$ cat src/rtl/uart_mem_loader.sv
// Byte-stream boot loader: parses framed UART commands into word writes/reads on a
// req/gnt/rvalid memory port, streams read data back on TX and drives core fetch-enable.
module uart_mem_loader #(
    parameter int ADDR_WIDTH     = 32,
    parameter int DATA_WIDTH     = 32,
    parameter int CNT_BYTES      = 2,
    parameter int BIG_ENDIAN     = 1,
    parameter int TIMEOUT_CYCLES = 0
) (
    input  logic                    clk,
    input  logic                    rst_n,
    input  logic [7:0]              rx_data,
    input  logic                    rx_valid,
    output logic                    rx_ready,
    output logic [7:0]              tx_data,
    output logic                    tx_valid,
    input  logic                    tx_ready,
    output logic                    mem_req,
    output logic                    mem_we,
    output logic [ADDR_WIDTH-1:0]   mem_addr,
    output logic [DATA_WIDTH-1:0]   mem_wdata,
    output logic [DATA_WIDTH/8-1:0] mem_be,
    input  logic                    mem_gnt,
    input  logic                    mem_rvalid,
    input  logic [DATA_WIDTH-1:0]   mem_rdata,
    output logic                    fetch_en_o,
    output logic                    busy_o,
    output logic                    err_o
);

    localparam int AB = ADDR_WIDTH / 8;
    localparam int DB = DATA_WIDTH / 8;
    localparam int CW = 8 * CNT_BYTES;

    typedef enum logic [2:0] {
        S_IDLE, S_ADDR, S_CNT, S_WDATA, S_WREQ, S_RREQ, S_RWAIT, S_RSEND
    } state_t;

    state_t                state_q, state_d;
    logic [ADDR_WIDTH-1:0] addr_q;
    logic [CW-1:0]         cnt_q;
    logic [DATA_WIDTH-1:0] wdata_q;
    logic [DATA_WIDTH-1:0] tx_shift_q;
    logic [7:0]            byte_cnt_q;
    logic [31:0]           tmo_q;
    logic                  is_write_q;
    logic                  fetch_q;
    logic                  err_q;

    // Fields arrive in the configured byte order; shift so the final layout is natural.
    function automatic logic [ADDR_WIDTH-1:0] put_addr(input logic [ADDR_WIDTH-1:0] r,
                                                       input logic [7:0] b);
        if (BIG_ENDIAN != 0) return (r << 8) | ADDR_WIDTH'(b);
        return (r >> 8) | (ADDR_WIDTH'(b) << (ADDR_WIDTH - 8));
    endfunction

    function automatic logic [CW-1:0] put_cnt(input logic [CW-1:0] r, input logic [7:0] b);
        if (BIG_ENDIAN != 0) return (r << 8) | CW'(b);
        return (r >> 8) | (CW'(b) << (CW - 8));
    endfunction

    function automatic logic [DATA_WIDTH-1:0] put_data(input logic [DATA_WIDTH-1:0] r,
                                                       input logic [7:0] b);
        if (BIG_ENDIAN != 0) return (r << 8) | DATA_WIDTH'(b);
        return (r >> 8) | (DATA_WIDTH'(b) << (DATA_WIDTH - 8));
    endfunction

    logic          in_frame;
    logic          tmo_hit;
    logic          last_addr_byte;
    logic          last_cnt_byte;
    logic          last_data_byte;
    logic          last_word;
    logic [CW-1:0] cnt_asm;

    assign in_frame       = (state_q == S_ADDR) || (state_q == S_CNT) || (state_q == S_WDATA);
    assign tmo_hit        = (TIMEOUT_CYCLES != 0) && in_frame && !rx_valid &&
                            (tmo_q == 32'(TIMEOUT_CYCLES));
    assign last_addr_byte = (byte_cnt_q == 8'(AB - 1));
    assign last_cnt_byte  = (byte_cnt_q == 8'(CNT_BYTES - 1));
    assign last_data_byte = (byte_cnt_q == 8'(DB - 1));
    assign last_word      = (cnt_q == CW'(1));
    assign cnt_asm        = put_cnt(cnt_q, rx_data);

    always_ff @(posedge clk or negedge rst_n) begin
        if (!rst_n) state_q <= S_IDLE;
        else        state_q <= state_d;
    end

    // Handshake inputs are used directly here (the matching ready/valid is implied by
    // the state) so the outputs decoded below do not feed back into this block.
    always_comb begin
        state_d  = state_q;
        rx_ready = 1'b0;
        tx_valid = 1'b0;
        mem_req  = 1'b0;
        mem_we   = 1'b0;
        case (state_q)
            S_IDLE: begin
                rx_ready = 1'b1;
                if (rx_valid && (rx_data == 8'h02 || rx_data == 8'h03)) state_d = S_ADDR;
            end
            S_ADDR: begin
                rx_ready = 1'b1;
                if (rx_valid && last_addr_byte) state_d = S_CNT;
                else if (tmo_hit)               state_d = S_IDLE;
            end
            S_CNT: begin
                rx_ready = 1'b1;
                if (rx_valid && last_cnt_byte) begin
                    if (cnt_asm == '0)   state_d = S_IDLE;
                    else if (is_write_q) state_d = S_WDATA;
                    else                 state_d = S_RREQ;
                end else if (tmo_hit) begin
                    state_d = S_IDLE;
                end
            end
            S_WDATA: begin
                rx_ready = 1'b1;
                if (rx_valid && last_data_byte) state_d = S_WREQ;
                else if (tmo_hit)               state_d = S_IDLE;
            end
            S_WREQ: begin
                mem_req = 1'b1;
                mem_we  = 1'b1;
                if (mem_gnt) state_d = last_word ? S_IDLE : S_WDATA;
            end
            S_RREQ: begin
                mem_req = 1'b1;
                if (mem_gnt) state_d = S_RWAIT;
            end
            S_RWAIT: begin
                if (mem_rvalid) state_d = S_RSEND;
            end
            S_RSEND: begin
                tx_valid = 1'b1;
                if (tx_ready && last_data_byte) state_d = last_word ? S_IDLE : S_RREQ;
            end
            default: state_d = S_IDLE;
        endcase
    end

    always_ff @(posedge clk or negedge rst_n) begin
        if (!rst_n) begin
            addr_q     <= '0;
            cnt_q      <= '0;
            wdata_q    <= '0;
            tx_shift_q <= '0;
            byte_cnt_q <= '0;
            tmo_q      <= '0;
            is_write_q <= 1'b0;
            fetch_q    <= 1'b0;
            err_q      <= 1'b0;
        end else begin
            if (TIMEOUT_CYCLES != 0 && in_frame && !rx_valid && !tmo_hit) tmo_q <= tmo_q + 32'd1;
            else                                                          tmo_q <= '0;
            if (tmo_hit) err_q <= 1'b1;

            case (state_q)
                S_IDLE: if (rx_valid) begin
                    case (rx_data)
                        8'h02:   begin is_write_q <= 1'b1; byte_cnt_q <= '0; end
                        8'h03:   begin is_write_q <= 1'b0; byte_cnt_q <= '0; end
                        8'h0F:   fetch_q <= 1'b1;
                        8'h0E:   begin fetch_q <= 1'b0; err_q <= 1'b0; end
                        default: err_q <= 1'b1;
                    endcase
                end
                S_ADDR: if (rx_valid) begin
                    addr_q     <= put_addr(addr_q, rx_data);
                    byte_cnt_q <= last_addr_byte ? '0 : byte_cnt_q + 8'd1;
                end
                S_CNT: if (rx_valid) begin
                    cnt_q      <= cnt_asm;
                    byte_cnt_q <= last_cnt_byte ? '0 : byte_cnt_q + 8'd1;
                end
                S_WDATA: if (rx_valid) begin
                    wdata_q    <= put_data(wdata_q, rx_data);
                    byte_cnt_q <= last_data_byte ? '0 : byte_cnt_q + 8'd1;
                end
                S_WREQ: if (mem_gnt) begin
                    addr_q <= addr_q + ADDR_WIDTH'(DB);
                    cnt_q  <= cnt_q - CW'(1);
                end
                S_RWAIT: if (mem_rvalid) begin
                    tx_shift_q <= mem_rdata;
                    byte_cnt_q <= '0;
                end
                S_RSEND: if (tx_ready) begin
                    tx_shift_q <= (BIG_ENDIAN != 0) ? (tx_shift_q << 8) : (tx_shift_q >> 8);
                    if (last_data_byte) begin
                        byte_cnt_q <= '0;
                        addr_q     <= addr_q + ADDR_WIDTH'(DB);
                        cnt_q      <= cnt_q - CW'(1);
                    end else begin
                        byte_cnt_q <= byte_cnt_q + 8'd1;
                    end
                end
                default: ;
            endcase
        end
    end

    assign tx_data    = (BIG_ENDIAN != 0) ? tx_shift_q[DATA_WIDTH-1 -: 8] : tx_shift_q[7:0];
    assign mem_addr   = addr_q;
    assign mem_wdata  = wdata_q;
    assign mem_be     = '1;
    assign fetch_en_o = fetch_q;
    assign busy_o     = (state_q != S_IDLE);
    assign err_o      = err_q;

endmodule
$ cat config.mk
export PLATFORM = sky130hd
export DESIGN_NAME = uart_mem_loader
export DESIGN_NICKNAME = d
export VERILOG_FILES = /design/src/rtl/uart_mem_loader.sv
export SDC_FILE = /design/constraint.sdc
export NUM_CORES = 1
export LEC_CHECK = 0
export BUFFER_PORTS_ARGS = -buffer_cell sky130_fd_sc_hd__buf_2
export CORE_ASPECT_RATIO = 0.75
export CORE_MARGIN = 2
export CORE_UTILIZATION = 50
export CTS_BUF_LIST = sky130_fd_sc_hd__clkbuf_8 sky130_fd_sc_hd__clkbuf_16
export CTS_CLUSTER_DIAMETER = 150
export DETAILED_ROUTE_END_ITERATION = 8
export PLACE_DENSITY = 0.73
export SYNTH_ARGS = -nofsm -noshare
export SYNTH_HDL_FRONTEND = slang
export SYNTH_SLANG_ARGS = --single-unit
$ cat constraint.sdc
create_clock -name clk -period 3.61 [get_ports clk]
set_input_delay 0.5415 -clock clk [delete_from_list [all_inputs] [get_ports clk]]
set_output_delay 0.5415 -clock clk [all_outputs]
set_load 0.05 [all_outputs]
==> summary.txt <==
Floorplanning
  – Die X: 137 µm
  – Die Ht: 104 µm
  – Core Region: 13,000 µm²
  – Die area: 14,200 µm²
  – Initial core utilization: 51.2%
  – # IOs: 129
  – FP Rows: 36

Route
  – Antenna viol nets, final: 0
  – 1st-iter DRT viols: 518
  – DRC errors left: 0
  – Drt first pass iters: 5
  – Via count: 5,763
  – Via density: 5.87
  – Drt wl/cell: 17.5 µm
  – Final WL: 17.2 mm

Power
  – Total power: 0.00762 W
  – Leak Pwr: 3.56 nW
  – Peak supply drop: 780 µV
  – Power per cell area: 964 nW/µm²

Worst setup path
  – Slowest stage cell on the critical path: dfrtp_1
  – CP Launch Point: state_q[2]
  – Largest stage delay, worst path: 0.70 ns
  – RR Startpoint: mem_addr[2]
  – Worst-path fanout max: 27
  – Reg2Reg Setup Slack: 1.11 ns
  – Worst Path Required: 3.07 ns
  – Worst EP arrival: 2.26 ns
  – Crit path capture type: output port
  – Setup CP Type: reg2out
  – Crit path cell chain: nand3_1 > inv_2 > buf_4 > buf_2
  – Crit path launch type: flop

Cells and area
  – Fillers: 1,076
  – Most common cell after layout, fill and taps aside: dfrtp_1
  – # nets final: 850
  – Layout Cells excl Fill: 982
  – ANT cells: 0
  – Area Growth Syn to Fin: 18.9%
  – Most frequent cells in the layout: 126 x dfrtp_1, 123 x buf_2, 72 x o21ai_0
  – Share of cells above drive strength 1: 26.5%

Clocking
  – Clock Tree Root: clkbuf_16
  – Clk pin slew, worst setup/hold paths: 0.05 ns
  – Max Buffers Root-to-Sink: 2
  – TritonCTS clock tree: built
  – Number of buffers created by CTS: 17
  – PostCTS Resize Cnt: 0
  – Clk Latency, worst-skew pair: 0.42 ns
  – Post-CTS Hold Buffers: 0
  – CTS HTree Levels: 4
  – Post-CTS Setup Inserts: 0
  – Clock Sinks: 126

GRT
  – Vias in the first global route: 5,441
  – Largest net degree at the start of global routing: 57
  – GRT Util Overall: 24.9%
  – Initial antenna violation count: 0
  – Grt total ovfl: 0
  – First-pass GRT wire length: 28.0 mm

Place
  – Routability cong.: 0.882
  – Placed cell count: 951
  – PortBufs: 124
  – Post-DP HPWL: 11.8 mm

Synthesis
  – Sequential area share after synthesis: 47.5%
  – Yosys warns: 0
  – Post-synth EDFFs: 0
  – Cell variety after synth: 62
  – Post-Synthesis Cells: 698
  – Synthesized flop and latch total: 126
  – Synth Flop Type: dfrtp_1
  – Avg Cell Area, Syn: 9.52 µm²
  – Synthesized cell area: 6640 µm²
  – Asr flop ratio synth: 100%

STA
  – Hold Fails Final Rpt: 0
  – Worst-margin pin slew: 0.833 ns
  – Setup Skew: 0.00646 ns
  – Setup Viol. Count Final: 0
  – Period utilisation layout: 77.6%
  – Slew headroom: 44.5%
  – Max-slew violations: 0
  – Total negative slack: 0 ns
  – Fmax: 0.357 GHz
  – Period minus WS final: 2.80 ns
  – RSZ-0062 raised after global routing: false

Run
  – Max Cap Viol: 0

Outcome
  – Status: finished, final reports clean

Hold path
  – Hold Path Class: in2async
[state kept, by name, summed over array words and instances, names as in the netlist]
name	flops
fetch_en_o	1
byte_cnt_q	8
cnt_q	16
is_write_q	1
tx_shift_q	32
err_o	1
mem_wdata	32
mem_addr	32
state_q	3
[layout make-up]
cell class                      instances  area, µm²  area share [%]
Inverter                               15       56.3           0.713
Clock buffer                           17        425            5.39
Multi-Input combinational cell        506       3180            40.3
Tap cell                              171        214            2.71
Timing Repair Buffer                  133        716            9.06
Clock inverter                         14        155            1.96
Sequential cell                       126       3150            39.9
[metrics by stage]
step / utilization, % / setup WS [ns] / hold slack [ns] / instance area (µm²)
2_1_floorplan: - / 1.28 / 0.246 / 6650
6_report: 60.9 / 0.807 / 0.134 / 7900
4_1_cts: 60.9 / 0.855 / 0.151 / 7900
3_5_place_dp: 56.4 / 1.02 / 0.465 / 7320
3_3_place_gp: 56.4 / 1.07 / 0.458 / 7320
5_1_grt: 60.9 / 0.685 / 0.168 / 7900
[cells in the mapped netlist, types with 3 or more instances]
| library cell | n | area [µm²] |
|---|---|---|
| nand4_1 | 8 | 50.1 |
| o22ai_1 | 15 | 93.8 |
| nor3_1 | 11 | 55.1 |
| nor2_1 | 56 | 210 |
| a31oi_1 | 11 | 68.8 |
| and2_1 | 3 | 18.8 |
| clkbuf_1 | 15 | 56.3 |
| a22o_1 | 17 | 149 |
| nand2b_1 | 4 | 25.0 |
| mux2i_1 | 27 | 270 |
| nor2b_1 | 8 | 50.1 |
| a32oi_1 | 3 | 26.3 |
| and3_1 | 10 | 62.6 |
| nand2_1 | 69 | 259 |
| inv_1 | 14 | 52.6 |
| a21oi_1 | 63 | 315 |
| buf_4 | 12 | 90.1 |
| a22oi_1 | 6 | 45.0 |
| buf_2 | 17 | 85.1 |
| o32ai_1 | 3 | 26.3 |
| ha_1 | 5 | 62.6 |
| o21ai_0 | 72 | 360 |
| o21a_1 | 5 | 37.5 |
| o22a_1 | 8 | 70.1 |
| nand3_1 | 24 | 120 |
| mux2_2 | 35 | 394 |
| dfrtp_1 | 126 | 3150 |
| or3_1 | 3 | 18.8 |
| buf_1 | 6 | 22.5 |
[worst max-delay path: cells and delay by family, from the launching register on]
kind / cells / cell delay [ns]
DFF: 1 / 0.70
and+or+nand+nor: 1 / 0.25
buffers and inverters: 3 / 0.88
[routing by layer]
layer	track usage [%]	vias to the layer above	wire (µm)
met4	4.86	0	94
met5	0	-	0
met1	37.9	2748	8090
met2	34.3	277	7560
li1	-	2727	-
met3	8.71	11	1480
[final timing paths]
kind / endpoint / cells after the start
worst max register to register: mem_addr[24] / 7
min in group clk: tx_shift_q[4] / 2
worst min-delay path: mem_addr[26] / 1
worst max-delay path: tx_valid / 4
worst min register to register: tx_shift_q[28] / 2
max in group asynchronous: mem_addr[1] / 2
[cells by family after synthesis]
logic type	after synthesis	share of synthesized area [%]
AOI/OAI and AO/OA	220	20.5
adders and majority gates	5	0.942
buffers and inverters	69	5.16
DFF	126	47.5
and+or+nand+nor	215	15.9
other	1	0.0565
muxes	62	10.0
[power by group]
part	internal, W	total (W)	switching [W]
logic	0.000977	0.00335	0.00237
registers	0.00195	0.00258	0.000630
clock network	0.00107	0.00168	0.000615
No activity file was read; power rests on OpenSTA's default activity.
